**config.mk**
```make
export PLATFORM = sky130hd
export DESIGN_NAME = ram_arbiter
export DESIGN_NICKNAME = d
export VERILOG_FILES = /design/src/rtl/ram_arbiter.sv
export SDC_FILE = /design/constraint.sdc
export NUM_CORES = 1
export LEC_CHECK = 0
export ABC_AREA = 1
export CORE_AREA = 4 4 124 126
export DETAILED_ROUTE_END_ITERATION = 8
export DIE_AREA = 0 0 128 130
export PLACE_DENSITY = 0.68
export SYNTH_ARGS = -nofsm -noshare
export SYNTH_HDL_FRONTEND = slang
export SYNTH_SLANG_ARGS = --single-unit
```
**constraint.sdc**
```tcl
create_clock -name clk -period 1.5 [get_ports clk]
set_clock_uncertainty 0.2 [all_clocks]
set_input_delay 0.225 -clock clk [delete_from_list [all_inputs] [get_ports clk]]
set_output_delay 0.225 -clock clk [all_outputs]
set_load 0.005 [all_outputs]
```
**src/rtl/ram_arbiter.sv**
```systemverilog
// ram_arbiter
//
// Shares the single-ported data RAM between the core execute stage and a
// debug/loader master. The core owns the port by default with no added
// latency. A debug request is granted in an idle slot, immediately when the
// master asks for locked (bulk-load) access, or after MAX_WAIT contended
// cycles, in which case the core is stalled through o_core_hold.
//
// Parameters:
//   MAX_WAIT  longest run of contended cycles a debug request waits (1..255)
//   AW, DW    address / data width
//
// Ports:
//   clk, i_reset                      clock, synchronous active-high reset
//   i_core_req/we/addr/wdata          core load/store request
//   o_core_rdata                      RAM read data to the core (combinational)
//   o_core_hold                       stall request to hold_ctrl (combinational)
//   i_dbg_req/we/addr/wdata/lock      debug request, held until o_dbg_ack
//   o_dbg_ack                         one-cycle completion pulse
//   o_dbg_rdata                       registered debug read data
//   o_ram_we/r_addr/w_addr/w_data     RAM port
//   i_ram_r_data                      RAM combinational read data

module ram_arbiter #(
    parameter int MAX_WAIT = 8,
    parameter int AW       = 32,
    parameter int DW       = 32
) (
    input  logic          clk,
    input  logic          i_reset,
    input  logic          i_core_req,
    input  logic          i_core_we,
    input  logic [AW-1:0] i_core_addr,
    input  logic [DW-1:0] i_core_wdata,
    output logic [DW-1:0] o_core_rdata,
    output logic          o_core_hold,
    input  logic          i_dbg_req,
    input  logic          i_dbg_we,
    input  logic [AW-1:0] i_dbg_addr,
    input  logic [DW-1:0] i_dbg_wdata,
    input  logic          i_dbg_lock,
    output logic          o_dbg_ack,
    output logic [DW-1:0] o_dbg_rdata,
    output logic          o_ram_we,
    output logic [AW-1:0] o_ram_r_addr,
    output logic [AW-1:0] o_ram_w_addr,
    output logic [DW-1:0] o_ram_w_data,
    input  logic [DW-1:0] i_ram_r_data
);

    typedef enum logic [1:0] {
        S_CORE,
        S_DBG,
        S_ACK
    } state_t;

    localparam logic [7:0] WAIT_LAST = 8'(MAX_WAIT - 1);

    state_t     state;
    logic [7:0] wait_cnt;
    logic       dbg_grant;

    // A waiting debug request is granted when the core leaves the slot free,
    // when its wait budget is used up, or when the master asks for locked access.
    assign dbg_grant = i_dbg_req & (~i_core_req | (wait_cnt == WAIT_LAST) | i_dbg_lock);

    // The core is stalled for the whole debug access, and through the ack
    // cycle as well while lock is held so a bulk load runs back to back.
    assign o_core_hold = (state == S_DBG) | ((state == S_ACK) & i_dbg_lock);

    assign o_core_rdata = i_ram_r_data;

    // RAM port mux. The debug master drives the port only in S_DBG; a held
    // core store is masked so the stalled pipeline can retry it. Reset forces
    // the port quiet, which also drops a debug write caught in flight.
    always_comb begin
        o_ram_we     = 1'b0;
        o_ram_r_addr = '0;
        o_ram_w_addr = '0;
        o_ram_w_data = '0;
        if (!i_reset) begin
            if (state == S_DBG) begin
                o_ram_we     = i_dbg_we;
                o_ram_r_addr = i_dbg_addr;
                o_ram_w_addr = i_dbg_addr;
                o_ram_w_data = i_dbg_wdata;
            end else begin
                o_ram_we     = i_core_req & i_core_we & ~o_core_hold;
                o_ram_r_addr = i_core_addr;
                o_ram_w_addr = i_core_addr;
                o_ram_w_data = i_core_wdata;
            end
        end
    end

    // Arbitration FSM with its registered outputs. wait_cnt counts contended
    // cycles and deliberately keeps its value if the master withdraws, so a
    // re-request does not restart the starvation budget; only a grant clears it.
    always_ff @(posedge clk) begin
        if (i_reset) begin
            state       <= S_CORE;
            wait_cnt    <= '0;
            o_dbg_ack   <= 1'b0;
            o_dbg_rdata <= '0;
        end else begin
            case (state)
                S_CORE: begin
                    o_dbg_ack <= 1'b0;
                    if (dbg_grant) begin
                        state    <= S_DBG;
                        wait_cnt <= '0;
                    end else if (i_dbg_req & i_core_req & (wait_cnt != WAIT_LAST)) begin
                        wait_cnt <= wait_cnt + 8'd1;
                    end
                end
                S_DBG: begin
                    state     <= S_ACK;
                    o_dbg_ack <= 1'b1;
                    // Only reads update the returned data; a write leaves the
                    // last read result in place.
                    if (!i_dbg_we) begin
                        o_dbg_rdata <= i_ram_r_data;
                    end
                end
                S_ACK: begin
                    o_dbg_ack <= 1'b0;
                    if (i_dbg_lock & i_dbg_req) begin
                        state    <= S_DBG;
                        wait_cnt <= '0;
                    end else begin
                        state <= S_CORE;
                    end
                end
                default: begin
                    state     <= S_CORE;
                    o_dbg_ack <= 1'b0;
                end
            endcase
        end
    end

endmodule

```
==> flow_summary.ini, run 1 <==
[outcome]
outcome = complete, but fails checks
violations = setup timing

[clock_network]
clock-root-buffer = clkbuf_16
clk_transition_reported_paths_ns = 0.06
clk_latency_ns = 0.28
numCtsBuffers = 5
clockBufferDepth = 2
ctsHoldBuffers = 0
htreeDepth = 2
cts_sinks = 43
cts_tree = built

[run]
max_cap_viol_count = 0

[yosys]
synth_top_area_share_pct = 27.40
synth_cells = 510
ys.warnings.count = 0
synth_ff_type = dfxtp_1
synthArstFlopShare_pct = 0
synthTopCellsByCount = 153 x nor2_1, 68 x o21ai_0, 67 x buf_4
yosysSeqAreaShare_pct = 27.40
synth-seq-cells = 43
yosysTopAreaCell = dfxtp_1
post_synth.cell_area_avg_um2 = 6.160
synth_edf_count = 0
syn_nets = 678
ys_types = 21
yosysMostFrequentCell = nor2_1
synth_area_um2 = 3142
ys_top_cells_by_area = dfxtp_1 27%, nor2_1 18%, buf_4 16%

[routing]
avgViaCountPerCell = 4.457
wl_um = 18430
routedWlPerCell_um = 17.76
drc_errors = 0
first_pass_iters = 4
postRouteAntennaNets = 0
drt_iter0_markers = 130
vias = 4626

[global_route]
grt_usage_pct = 20.56
grt_max_degree = 27
antenna_found_initial = 0
grt.overflow.total = 0
grt_pass1_vias = 4636
grt_pass1_wl_um = 26490

[sta]
max-slew-margin-rel_pct = 71.70
max_freq_ghz = 0.5167
drv_slew = 0
finalCritPeriodShare_pct = 129.0
layout_min_cycle_time_ns = 1.935
tns_ns = -44.48
fin_ws_ns = -0.4352
worst_pin_slew_ns = 0.4246
finalSetupViolCount = 139
rsz0062_at_grt = yes
finalHoldViolations = 0

[critical_path]
path_class = reg -> out
worst_path_largest_cell_delay_ns = 0.33
cp_cell_sequence = inv_4 > nand2_8 > buf_6 > buf_16 > buf_4 > o21ai_2 > nor2_1 > buf_2
r2r.worst_path.cells = 9
start_kind = flop
endpoint_kind = output port
crit_required_ns = 1.07
crit_path_top_delay_cell = dfxtp_2
crit_arrival_ns = 1.51
cp_max_fo = 8

[floorplanning]
core_um2 = 14310
start_util_pct = 21.95
die_h_um = 130
die-width_um = 128
num_rows = 44
num_io_pins = 330
die_area_um2 = 16640

[layout]
fin_util_pct = 54.74
nNetsFinal = 1021
diodes = 0
area_growth_pct = 149.4
drive_gt1_share_pct = 47.66
stdcell_count = 1038

[power]
irDropWorstVdd_mv = 0.4174
p_per_area_nw_per_um2 = 517.9
power.leakage_nw = 3.433

[min_path]
holdPathStages = 3
hold_path_class = in -> reg

[placed_design]
place_ws_ns = -0.8462
dp_hpwl_um = 12090
portBuffers = 329
gp_congestion = 0.8191
dp_cells = 988
## sequential cells by signal, summed over array words and instances, names as in the netlist
signal / count
o_dbg_ack: 1
o_dbg_rdata: 32
state: 2
wait_cnt: 8
## power breakdown
group	switching [mW]	internal, mW	total (mW)
combinational	0.774	1.04	1.81
sequential	0.0177	1.18	1.20
clock	0.435	0.614	1.05
## logic make-up (layout without fill, tap and decap cells)
family                     count (synthesis)  after routing  synth area share [%]
and+or+nand+nor                          186            186                 22.74
AOI/OAI and AO/OA                        134            134                 21.82
buffers and inverters                    142            486                 26.52
DFF                                       43             43                 27.40
xor gates and xnor gates                   4              4                 1.115
adders and majority gates                  1              1                0.3982
## stage by stage
| step | total power, mW | instance area, µm² | hold slack [ns] |
|---|---|---|---|
| 2_1_floorplan | 1.722 | 3173 | 0.08997 |
| 3_3_place_gp | 2.721 | 6511 | 0.2313 |
| 3_5_place_dp | 2.728 | 6511 | 0.2355 |
| 4_1_cts | 4.015 | 7604 | 0.2031 |
| 5_1_grt | 4.256 | 7835 | 0.2244 |
| 6_report | 4.058 | 7835 | 0.2075 |
## routing by layer
metal | part of all wire (%) | vias to the layer above | global-route usage (%)
li1 | - | 2248 | -
met1 | 38 | 2156 | 23.49
met2 | 53 | 199 | 38.32
met3 | 6.7 | 23 | 4.585
met4 | 2.3 | 0 | 5.930
met5 | 0 | - | 0
## final timing paths
check | to | from | slack, ns
worst max-delay path | o_ram_w_data[31] | state[1] | -0.44
worst min-delay path | state[0] | i_reset | 0.21
worst max register to register | o_dbg_rdata[29] | state[1] | -0.38
worst min register to register | o_dbg_rdata[6] | o_dbg_rdata[6] | 0.25
## worst max-delay path: cells and delay by family (launching register included)
kind | cells | cell delay (ns)
buffers and inverters | 5 | 0.63
flip-flops | 1 | 0.33
AND/OR/NAND/NOR | 2 | 0.16
AO/OA/AOI/OAI | 1 | 0.10
## cell usage in the layout (no fill, tap or decap), types with 5 or more instances in the layout
| cell type | instances |
|---|---|
| buf_16 | 16 |
| nor2_4 | 37 |
| o21ai_2 | 63 |
| nand2_1 | 17 |
| buf_6 | 22 |
| clkbuf_16 | 5 |
| a21oi_2 | 27 |
| clkdlybuf4s50_1 | 164 |
| buf_12 | 9 |
| nor2_2 | 43 |
| dfxtp_1 | 39 |
| nand2_2 | 5 |
| nor2_1 | 73 |
| o21ai_1 | 25 |
| buf_4 | 55 |
| inv_1 | 44 |
| dlygate4sd2_1 | 66 |
| o21ai_4 | 8 |
| buf_2 | 93 |
## what timing repair did
action	CTS	global route
setup buffers	23	4
pin swaps	78	34
endpoints found under the setup margin	203	139
endpoints found under the hold margin	0	0
resized for setup	744	90
gates cloned	20	0
## layout make-up
type | instances | area [µm²]
Clock inverter | 2 | 12.51
Tap cell | 184 | 230.2
Fill cell | 1384 | 6479
Timing Repair Buffer | 430 | 4039
Sequential cell | 43 | 868.3
Multi-Input combinational cell | 325 | 2359
Clock buffer | 6 | 128.9
Inverter | 48 | 197.7
Note: power is estimated with default switching activity, not from simulation.
==> inputs of run 2 (changes only) <==
Settings changed: CAP_MARGIN from default to 30, PLACE_DENSITY 0.68 to 0.66.
Clock period 1.5 ns to 2.5 ns, I/O delays scaled along.
==> flow_summary.ini, run 2 (synthesis results as in run 1) <==
[layout]
nNetsFinal = 941
top_regs = o_dbg_rdata: 32 flops, wait_cnt: 8 flops, state: 2 flops
area_growth_pct = 109.6
final_cell_mix = 312 x clkdlybuf4s50_1, 148 x nor2_1, 67 x o21ai_0
diodes = 0
fin_util_pct = 46.01
drive_gt1_share_pct = 5.426
stdcell_count = 958
largest_reg_flops = 32
final_common_cell = clkdlybuf4s50_1
top_register = o_dbg_rdata

[clock_network]
cts_sinks = 43
clockBufferDepth = 2
numCtsBuffers = 5
clock-root-buffer = clkbuf_16
cts_tree = built
clk_latency_ns = 0.27
ctsHoldBuffers = 0
htreeDepth = 2
clk_transition_reported_paths_ns = 0.06

[routing]
drt_iter0_markers = 98
dr_wl_met2_um = 7300
wl_um = 14540
postRouteAntennaNets = 0
drc_errors = 0
first_pass_iters = 4
met3_length_um = 1345
met1Wirelength_um = 5630
avgViaCountPerCell = 4.154
vias = 3980
topRoutingLayerUsed = met4
routedWlPerCell_um = 15.18

[critical_path]
endpoint_kind = output port
crit_required_ns = 1.92
cpMostUsedCell = nor2_1
crit_arrival_ns = 1.85
cp_max_fo = 16
start_kind = flop
cpLargestDelayFamily = buffers and inverters
cp_cell_sequence = inv_4 > nand2_8 > clkinv_8 > bufbuf_16 > nor2_1 > nor2_1 > clkdlybuf4s50_1
path_class = reg -> out
path_buf_inv = 4
worst_path_largest_cell_delay_ns = 0.54
crit_path_top_delay_cell = clkdlybuf4s50_1

[sta]
hold_ws_ns = 0.2394
finalHoldViolations = 0
drv_slew = 0
finalCritPeriodShare_pct = 96.92
layout_min_cycle_time_ns = 2.423
finalSetupViolCount = 0
max_freq_ghz = 0.4127
worst_pin_slew_ns = 0.5890
max-slew-margin-rel_pct = 60.73

[global_route]
grt_usage_pct = 15.67
grt_max_degree = 65
grt.overflow.total = 0
antenna_found_initial = 0
grt_pass1_wl_um = 20730
grt_pass1_vias = 3843

[floorplanning]
die_area_um2 = 16640
start_util_pct = 21.95
num_io_pins = 330
die_h_um = 130
core_um2 = 14310
num_rows = 44
die-width_um = 128

[placed_design]
portBuffers = 329
gp_congestion = 0.8641
dp_hpwl_um = 11640
dp_cells = 944

[power]
p_per_area_nw_per_um2 = 366.8
finalPower_mw = 2.415
power.leakage_nw = 2.633
irDropWorstVdd_mv = 0.2392

[outcome]
outcome = complete, no violations

[run]
max_cap_viol_count = 0

[min_path]
hold_path_class = reg -> reg
[run 2: cell types whose count changed in the layout (fill, tap and decap cells not counted), sizes merged]
cell / delta
buf: -182
dlygate4sd2: -60
clkinvlp: -1
clkbuf: +2
dlymetal6s2s: +10
clkdlybuf4s50: +148
inv: -1
bufbuf: +2
bufinv: +2
[run 2: final cells by class]
| cell class | count | area [µm²] |
|---|---|---|
| Inverter | 48 | 197.7 |
| Clock inverter | 2 | 60.06 |
| Timing Repair Buffer | 350 | 3631 |
| Clock buffer | 6 | 128.9 |
| Multi-Input combinational cell | 325 | 1474 |
| Sequential cell | 43 | 863.3 |
| Tap cell | 184 | 230.2 |
| Fill cell | 1439 | 7729 |
[run 2: metrics by stage]
stage	setup WS, ns	cell area [µm²]	TNS [ns]
floorplan	0.6623	3142	0
global placement	-0.09537	6162	-1.204
detailed placement	-0.1054	6162	-1.484
CTS	0.01745	6457	0
global route	-0.004380	6585	-0.01601
finish	0.07699	6585	0
[run 2: metal layers]
| layer | vias up | global-route usage, % |
|---|---|---|
| met2 | 183 | 27.48 |
| met5 | - | 0 |
| met3 | 16 | 5.526 |
| li1 | 2076 | - |
| met1 | 1705 | 18.02 |
| met4 | 0 | 4.619 |
[run 2: repair_timing]
action / CTS / global route
pin swaps: 2 / 4
buffers inserted: 0 / 2
hold endpoints to repair: 0 / 0
gates resized for setup: 20 / 22
setup endpoints to repair: 58 / 36
gates cloned: 2 / 2
[run 2: worst register-to-register path, stage by stage (launching register included)]
cell and delay, ns:
dfxtp_2 0.34, inv_4 0.09, nand2_8 0.10, buf_4 0.20, or2_2 0.27, buf_4 0.29, o21ai_0 0.29, a21oi_1 0.06
[run 2: worst paths after layout]
kind / cells after the start / start / slack [ns] / to
max reg2reg: 7 / state[1] / 0.53 / o_dbg_rdata[23]
min reg2reg: 2 / o_dbg_rdata[29] / 0.24 / o_dbg_rdata[29]
max: 7 / state[1] / 0.08 / o_ram_w_data[9]
min: 2 / o_dbg_rdata[29] / 0.24 / o_dbg_rdata[29]
[run 2: report_power, final]
group / leakage (nW) / internal, mW / switching, mW / total, mW
clock: 0.0911 / 0.573 / 0.252 / 0.825
sequential: 0.349 / 0.707 / 0.0115 / 0.718
combinational: 2.19 / 0.570 / 0.302 / 0.872
